[src/rtl/invader_pkg.sv]
// Shared constants and types for the invader sprite draw stage.
//   SPRITE_W/SPRITE_H : sprite box size in pixels (one animation frame of the ROM)
//   TRANSPARENT_KEY   : ROM colour treated as see-through when transparency is built in
//   HCNT_W/VCNT_W     : raster counter widths
//   RGB_W             : packed {r,g,b} pixel width
//   vga_timing_t      : the timing bundle carried alongside each pixel
package invader_pkg;

  localparam int unsigned SPRITE_W = 64;
  localparam int unsigned SPRITE_H = 32;
  localparam int unsigned HCNT_W   = 11;
  localparam int unsigned VCNT_W   = 11;
  localparam int unsigned RGB_W    = 12;

  localparam logic [RGB_W-1:0] TRANSPARENT_KEY = 12'h000;

  typedef struct packed {
    logic [VCNT_W-1:0] vcount;
    logic [HCNT_W-1:0] hcount;
    logic              vsync;
    logic              hsync;
    logic              vblnk;
    logic              hblnk;
  } vga_timing_t;

endpackage

[src/rtl/signal_delay.sv]
// Generic register chain: data_o is data_i delayed by CLK_DEL clock cycles.
// All stages clear asynchronously while rst_n is low.
//   clk    : clock
//   rst_n  : asynchronous active-low reset
//   data_i : WIDTH-bit input
//   data_o : WIDTH-bit output, CLK_DEL cycles late (CLK_DEL >= 1)
module signal_delay #(
  parameter int unsigned WIDTH   = 1,
  parameter int unsigned CLK_DEL = 1
) (
  input  logic             clk,
  input  logic             rst_n,
  input  logic [WIDTH-1:0] data_i,
  output logic [WIDTH-1:0] data_o
);

  logic [WIDTH-1:0] stage_q [CLK_DEL];

  always_ff @(posedge clk or negedge rst_n) begin
    if (!rst_n) begin
      for (int i = 0; i < int'(CLK_DEL); i++) begin
        stage_q[i] <= '0;
      end
    end else begin
      stage_q[0] <= data_i;
      for (int i = 1; i < int'(CLK_DEL); i++) begin
        stage_q[i] <= stage_q[i-1];
      end
    end
  end

  assign data_o = stage_q[CLK_DEL-1];

endmodule

[src/rtl/invader_draw.sv]
// Invader sprite overlay stage in the VGA pixel chain.
// Walks the raster, addresses a 64x64 sprite ROM (two 64x32 animation frames) for an invader
// anchored at (xpos, ypos), and mixes the ROM colour over the incoming pixel. Every output is
// the corresponding input delayed exactly two clocks.
//   clk, rst_n                          : pixel clock, asynchronous active-low reset
//   vcount_in/hcount_in/*sync_in/*blnk_in : incoming raster timing
//   rgb_in                              : background pixel
//   xpos/ypos/visible                   : sprite placement; sampled once per frame at vblank start
//   rom_addr / rom_rgb                  : {frame, row[4:0], col[5:0]} out, colour back 1 clk later
//   *_out                               : timing delayed 2, rgb_out the mixed pixel
// Build option: define INVADER_TRANSPARENT_EN to let TRANSPARENT_KEY ROM pixels show rgb_in.
module invader_draw
  import invader_pkg::*;
#(
  parameter int unsigned ANIM_PERIOD = 30
) (
  input  logic        clk,
  input  logic        rst_n,
  input  logic [10:0] vcount_in,
  input  logic [10:0] hcount_in,
  input  logic        vsync_in,
  input  logic        hsync_in,
  input  logic        vblnk_in,
  input  logic        hblnk_in,
  input  logic [11:0] rgb_in,
  input  logic [10:0] xpos,
  input  logic [10:0] ypos,
  input  logic        visible,
  output logic [11:0] rom_addr,
  input  logic [11:0] rom_rgb,
  output logic [10:0] vcount_out,
  output logic [10:0] hcount_out,
  output logic        vsync_out,
  output logic        hsync_out,
  output logic        vblnk_out,
  output logic        hblnk_out,
  output logic [11:0] rgb_out
);

  localparam int unsigned CntW = (ANIM_PERIOD > 1) ? $clog2(ANIM_PERIOD) : 1;
  localparam logic [CntW-1:0] CntMax = CntW'(ANIM_PERIOD - 1);

  // Per-frame shadow state, updated only at vblank start so a frame never tears.
  logic            vblnk_prev_q;
  logic [10:0]     x_q, x_d;
  logic [10:0]     y_q, y_d;
  logic            vis_q, vis_d;
  logic            frame_q, frame_d;
  logic [CntW-1:0] cnt_q, cnt_d;
  logic            vblnk_rise;

  assign vblnk_rise = vblnk_in & ~vblnk_prev_q;

  always_comb begin
    x_d     = x_q;
    y_d     = y_q;
    vis_d   = vis_q;
    cnt_d   = cnt_q;
    frame_d = frame_q;
    if (vblnk_rise) begin
      x_d   = xpos;
      y_d   = ypos;
      vis_d = visible;
      if (cnt_q == CntMax) begin
        cnt_d   = '0;
        frame_d = ~frame_q;
      end else begin
        cnt_d = cnt_q + 1'b1;
      end
    end
  end

  always_ff @(posedge clk or negedge rst_n) begin
    if (!rst_n) begin
      vblnk_prev_q <= 1'b0;
      x_q          <= '0;
      y_q          <= '0;
      vis_q        <= 1'b0;
      cnt_q        <= '0;
      frame_q      <= 1'b0;
    end else begin
      vblnk_prev_q <= vblnk_in;
      x_q          <= x_d;
      y_q          <= y_d;
      vis_q        <= vis_d;
      cnt_q        <= cnt_d;
      frame_q      <= frame_d;
    end
  end

  // Box test in 12 bits so an anchor near 2047 pushes the box off-screen instead of wrapping.
  logic [11:0] h_ext, v_ext, x_ext, y_ext, x_end, y_end;
  logic        in_box;
  logic [5:0]  dx;
  logic [4:0]  dy;

  assign h_ext = {1'b0, hcount_in};
  assign v_ext = {1'b0, vcount_in};
  assign x_ext = {1'b0, x_q};
  assign y_ext = {1'b0, y_q};
  assign x_end = x_ext + 12'(SPRITE_W);
  assign y_end = y_ext + 12'(SPRITE_H);

  assign in_box = vis_q & (h_ext >= x_ext) & (h_ext < x_end) &
                  (v_ext >= y_ext) & (v_ext < y_end);

  assign dx = 6'(hcount_in - x_q);
  assign dy = 5'(vcount_in - y_q);

  assign rom_addr = in_box ? {frame_q, dy, dx} : 12'h000;

  // Stage 1: timing, box flag and background pixel line up with the ROM read latency.
  vga_timing_t timing_in, timing1, timing2;
  logic        in_box1;
  logic [11:0] rgb1;

  assign timing_in = '{vcount: vcount_in, hcount: hcount_in, vsync: vsync_in,
                       hsync: hsync_in, vblnk: vblnk_in, hblnk: hblnk_in};

  signal_delay #(
    .WIDTH  ($bits(vga_timing_t) + 1 + RGB_W),
    .CLK_DEL(1)
  ) u_stage1 (
    .clk   (clk),
    .rst_n (rst_n),
    .data_i({timing_in, in_box, rgb_in}),
    .data_o({timing1, in_box1, rgb1})
  );

  // Stage 2: timing delayed once more, pixel mixed with the now-valid ROM data.
  signal_delay #(
    .WIDTH  ($bits(vga_timing_t)),
    .CLK_DEL(1)
  ) u_stage2 (
    .clk   (clk),
    .rst_n (rst_n),
    .data_i(timing1),
    .data_o(timing2)
  );

  logic        blank1;
  logic        pixel_opaque;
  logic [11:0] rgb_d, rgb_q;

  assign blank1 = timing1.vblnk | timing1.hblnk;

`ifdef INVADER_TRANSPARENT_EN
  assign pixel_opaque = (rom_rgb != TRANSPARENT_KEY);
`else
  assign pixel_opaque = 1'b1;
`endif

  always_comb begin
    rgb_d = rgb1;
    if (blank1) begin
      rgb_d = 12'h000;
    end else if (in_box1 && pixel_opaque) begin
      rgb_d = rom_rgb;
    end
  end

  always_ff @(posedge clk or negedge rst_n) begin
    if (!rst_n) begin
      rgb_q <= '0;
    end else begin
      rgb_q <= rgb_d;
    end
  end

  assign vcount_out = timing2.vcount;
  assign hcount_out = timing2.hcount;
  assign vsync_out  = timing2.vsync;
  assign hsync_out  = timing2.hsync;
  assign vblnk_out  = timing2.vblnk;
  assign hblnk_out  = timing2.hblnk;
  assign rgb_out    = rgb_q;

endmodule

[config.mk]
export PLATFORM = sky130hd
export DESIGN_NAME = invader_draw
export DESIGN_NICKNAME = d
export VERILOG_FILES = /design/src/rtl/invader_pkg.sv /design/src/rtl/signal_delay.sv /design/src/rtl/invader_draw.sv
export SDC_FILE = /design/constraint.sdc
export NUM_CORES = 1
export LEC_CHECK = 0
export CORE_ASPECT_RATIO = 0.6
export CORE_MARGIN = 2
export CORE_UTILIZATION = 43
export DETAILED_ROUTE_END_ITERATION = 10
export GPL_TIMING_DRIVEN = 1
export PLACE_DENSITY = 0.74
export SLEW_MARGIN = 20
export SYNTH_ARGS = -nofsm -noshare
export SYNTH_HDL_FRONTEND = slang
export SYNTH_SLANG_ARGS = --single-unit
[constraint.sdc]
create_clock -name clk -period 4.3 [get_ports clk]
set_input_delay 1.29 -clock clk [delete_from_list [all_inputs] [get_ports clk]]
set_output_delay 1.29 -clock clk [all_outputs]
set_load 0.02 [all_outputs]
==> results_dict.tcl <==
set metrics [dict create \
    min_period_ns 4.57 \
    num_rows 29 \
    fin_tns_setup_ns -2.66 \
    synth_edf_count 0 \
    drt_iter0_drc 111 \
    dr_total_vias 3474 \
    critPathLaunchType "input port" \
    place_ws_ns -1.29 \
    grt_pass1_wl_mm 17.9 \
    multi_input_comb_area_mm2 0.00211 \
    maxSlewHeadroom 0.539 \
    p_seq_frac 0.417 \
    yosys_most_used_dff "dfrtp_1" \
    yosysWarnings 0 \
    cts_root_buf "clkbuf_16" \
    insertion_delay_ns 0.36 \
    finalHoldViolations 0 \
    initial_core_util 0.437 \
    fp.dieW_um 137 \
    power.density_mw_per_mm2 388 \
    fin_worst_skew_ns 0.0125 \
    internal_power_mw 1.88 \
    avgSynthCellArea_um2 12.0 \
    antenna_cells 0 \
    die-area_mm2 0.0115 \
    r2r_end "u_stage1.data_o[12]" \
    drt_pre_antenna_iters 4 \
    grt_max_degree 56 \
    mostFrequentLayoutCells "106 x dfrtp_1, 90 x clkdlybuf4s50_1, 53 x buf_4, 36 x nand2_1, 29 x o21ai_0" \
    worstMarginPinSlew_ns 0.692 \
    place.gp.congestion 0.839 \
    netlist_area_mm2 0.00457 \
    ys_ff_latch 106 \
    cts_max_level 3 \
    antenna_found_initial 0 \
    drv_slew 0 \
    holdBufCountCts 0 \
    fin_cells 698 \
    clockBufferDepth 2 \
    drive_gt1_frac 0.249 \
    ff2ff_path_depth 8 \
    holdPathStages 0 \
    synth_nets 496 \
    rsz0062_at_grt "yes" \
    overflow 0 \
    critical_path_class "input port to output pin" \
    status "finished, violations left" \
    wl_per_cell_um 16.2 \
    fmaxAchievable_mhz 219 \
    finalSetupViolCount 12 \
    p_sw_frac 0.310 \
    ys_types 48 \
    die_h_um 83.9 \
    whs_ns 0.351 \
    cts.sinks 106 \
    crit_required_ns 3.01 \
    cts_buffers 9 \
    fin_crit_sh 1.06 \
    setup_ws_ns -0.269 \
    drt-total-wl_mm 11.3 \
    core_mm2 0.0105 \
    drc 0 \
    crit_path_end_kind "output pin" \
    rrSetupSlack_ns 2.01 \
    hp-class "register to register" \
    leakagePower_nw 3.07 \
    ys_async_sr_fraction 1.00 \
    synth_cells 382 \
    num-nets-final 668 \
    violations "negative setup slack" \
    crit_path_end "rom_addr[5]" \
    cp.arrival_ns 3.28 \
    startpoint "hcount_in[0]" \
    port_buffers 124 \
    pwr-share-comb 0.276 \
    cts_tree "yes" \
    ir_worst_vdd_mv 0.269 \
    power.switching_mw 0.844 \
    cap_violations 0 \
    worstPathMaxFanout 7 \
    clkPwrFrac 0.307 \
    via_per_inst 4.98 \
    dp_cells 674 \
    grtUsageTotal 0.205 \
    hpwl_mm 8.01 \
    grt_pass1_vias 3613 \
    ios 125 \
    area_growth_pct 53.6 \
    r2r-start "y_q[5]" \
    post-route-util 0.672 \
    ys_seq_area_frac 0.580 \
    seqCellArea_mm2 0.00265 \
    num-fill-cells 761 \
    clkTransAtPathRegs_ns 0.07 \
    ant_nets 0 \
    layout_commonest_cell "dfrtp_1" \
]
-- flip-flops by register name (all words and copies together), names as in the netlist --
signal and cells:
x_q 11, vis_q 1, frame_q 1, cnt_q 5, u_stage2.data_o 26, y_q 11, u_stage1.data_o 39, rgb_out 12
-- power by group through the flow --
stage | clock (mW) | combinational (mW) | sequential, mW
global route | 0.902 | 0.820 | 1.15
detailed placement | 0 | 0.673 | 1.15
CTS | 0.855 | 0.717 | 1.13
floorplan | 0 | 0.361 | 1.16
finish | 0.836 | 0.751 | 1.13
global placement | 0 | 0.653 | 1.15
-- final cells by class --
class                           count  share of cell area
Inverter                           31              0.0205
Clock buffer                        9              0.0321
Multi-Input combinational cell    233               0.301
Tap cell                          139              0.0248
Clock inverter                      7              0.0123
Timing Repair Buffer              173               0.232
Sequential cell                   106               0.378
-- per-layer routing --
layer  global-route usage  vias to the layer above  part of all wire
li1                     -                     1670                 -
met5                    0                        -                 0
met3               0.0638                       17             0.064
met4               0.0600                        0             0.013
met1                0.276                     1686              0.46
met2                0.319                      101              0.47
-- metrics by stage --
step	power (mW)	cell area [um^2]
floorplan	1.52	4780
global placement	1.80	6480
detailed placement	1.83	6480
CTS	2.71	6910
global route	2.87	7020
finish	2.72	7020
-- logic make-up (layout without fill, tap and decap cells) --
group | after synthesis | in the layout | synth area share
fa+ha+maj | 39 | 39 | 0.110
compound gates | 70 | 70 | 0.0977
buf+inv | 43 | 220 | 0.0389
simple gates | 99 | 99 | 0.122
mux | 12 | 12 | 0.0263
flops | 106 | 106 | 0.580
xor+xnor | 13 | 13 | 0.0249
-- what timing repair did --
action / in CTS / in global routing
setup endpoints to repair: 12 / 12
resized for setup: 105 / 33
setup buffers: 7 / 3
pin swaps: 26 / 13
-- synthesized netlist by cell type, types with 3 or more instances --
cell,count,area share
nor3_1,6,0.0066
nor2_1,14,0.011
xnor2_1,12,0.023
ha_1,37,0.10
inv_1,28,0.023
o21ai_0,30,0.033
nand2_1,36,0.030
mux2i_1,12,0.026
nand3_1,10,0.011
a21o_1,7,0.011
clkbuf_1,8,0.0066
nor4_2,9,0.025
nand2b_1,3,0.0041
nand4_1,6,0.0082
a21oi_1,12,0.013
a211oi_1,5,0.0082
a31oi_1,3,0.0041
nor4b_1,3,0.0057
dfrtp_1,106,0.58
-- worst max-delay path, stage by stage --
cell and delay, ns:
buf_12 0.11, inv_12 0.04, ha_4 0.12, inv_2 0.03, fa_2 0.34, a21o_1 0.19, a21oi_2 0.15, o211a_1 0.19
o32ai_4 0.15, buf_12 0.20, nor4_4 0.28, buf_4 0.18
-- how the worst min path moves through the flow --
| stage | start | to | slack [ns] |
|---|---|---|---|
| after floorplan | u_stage1.data_o[23] | u_stage2.data_o[10] | 0.33 |
| after global placement | u_stage1.data_o[19] | u_stage2.data_o[6] | 0.33 |
| after detailed placement | u_stage1.data_o[30] | u_stage2.data_o[17] | 0.33 |
| after CTS | u_stage1.data_o[33] | u_stage2.data_o[20] | 0.35 |
| after global routing | u_stage1.data_o[33] | u_stage2.data_o[20] | 0.35 |
| final | u_stage1.data_o[25] | u_stage2.data_o[12] | 0.35 |
No activity file was read; power rests on OpenSTA's default activity.
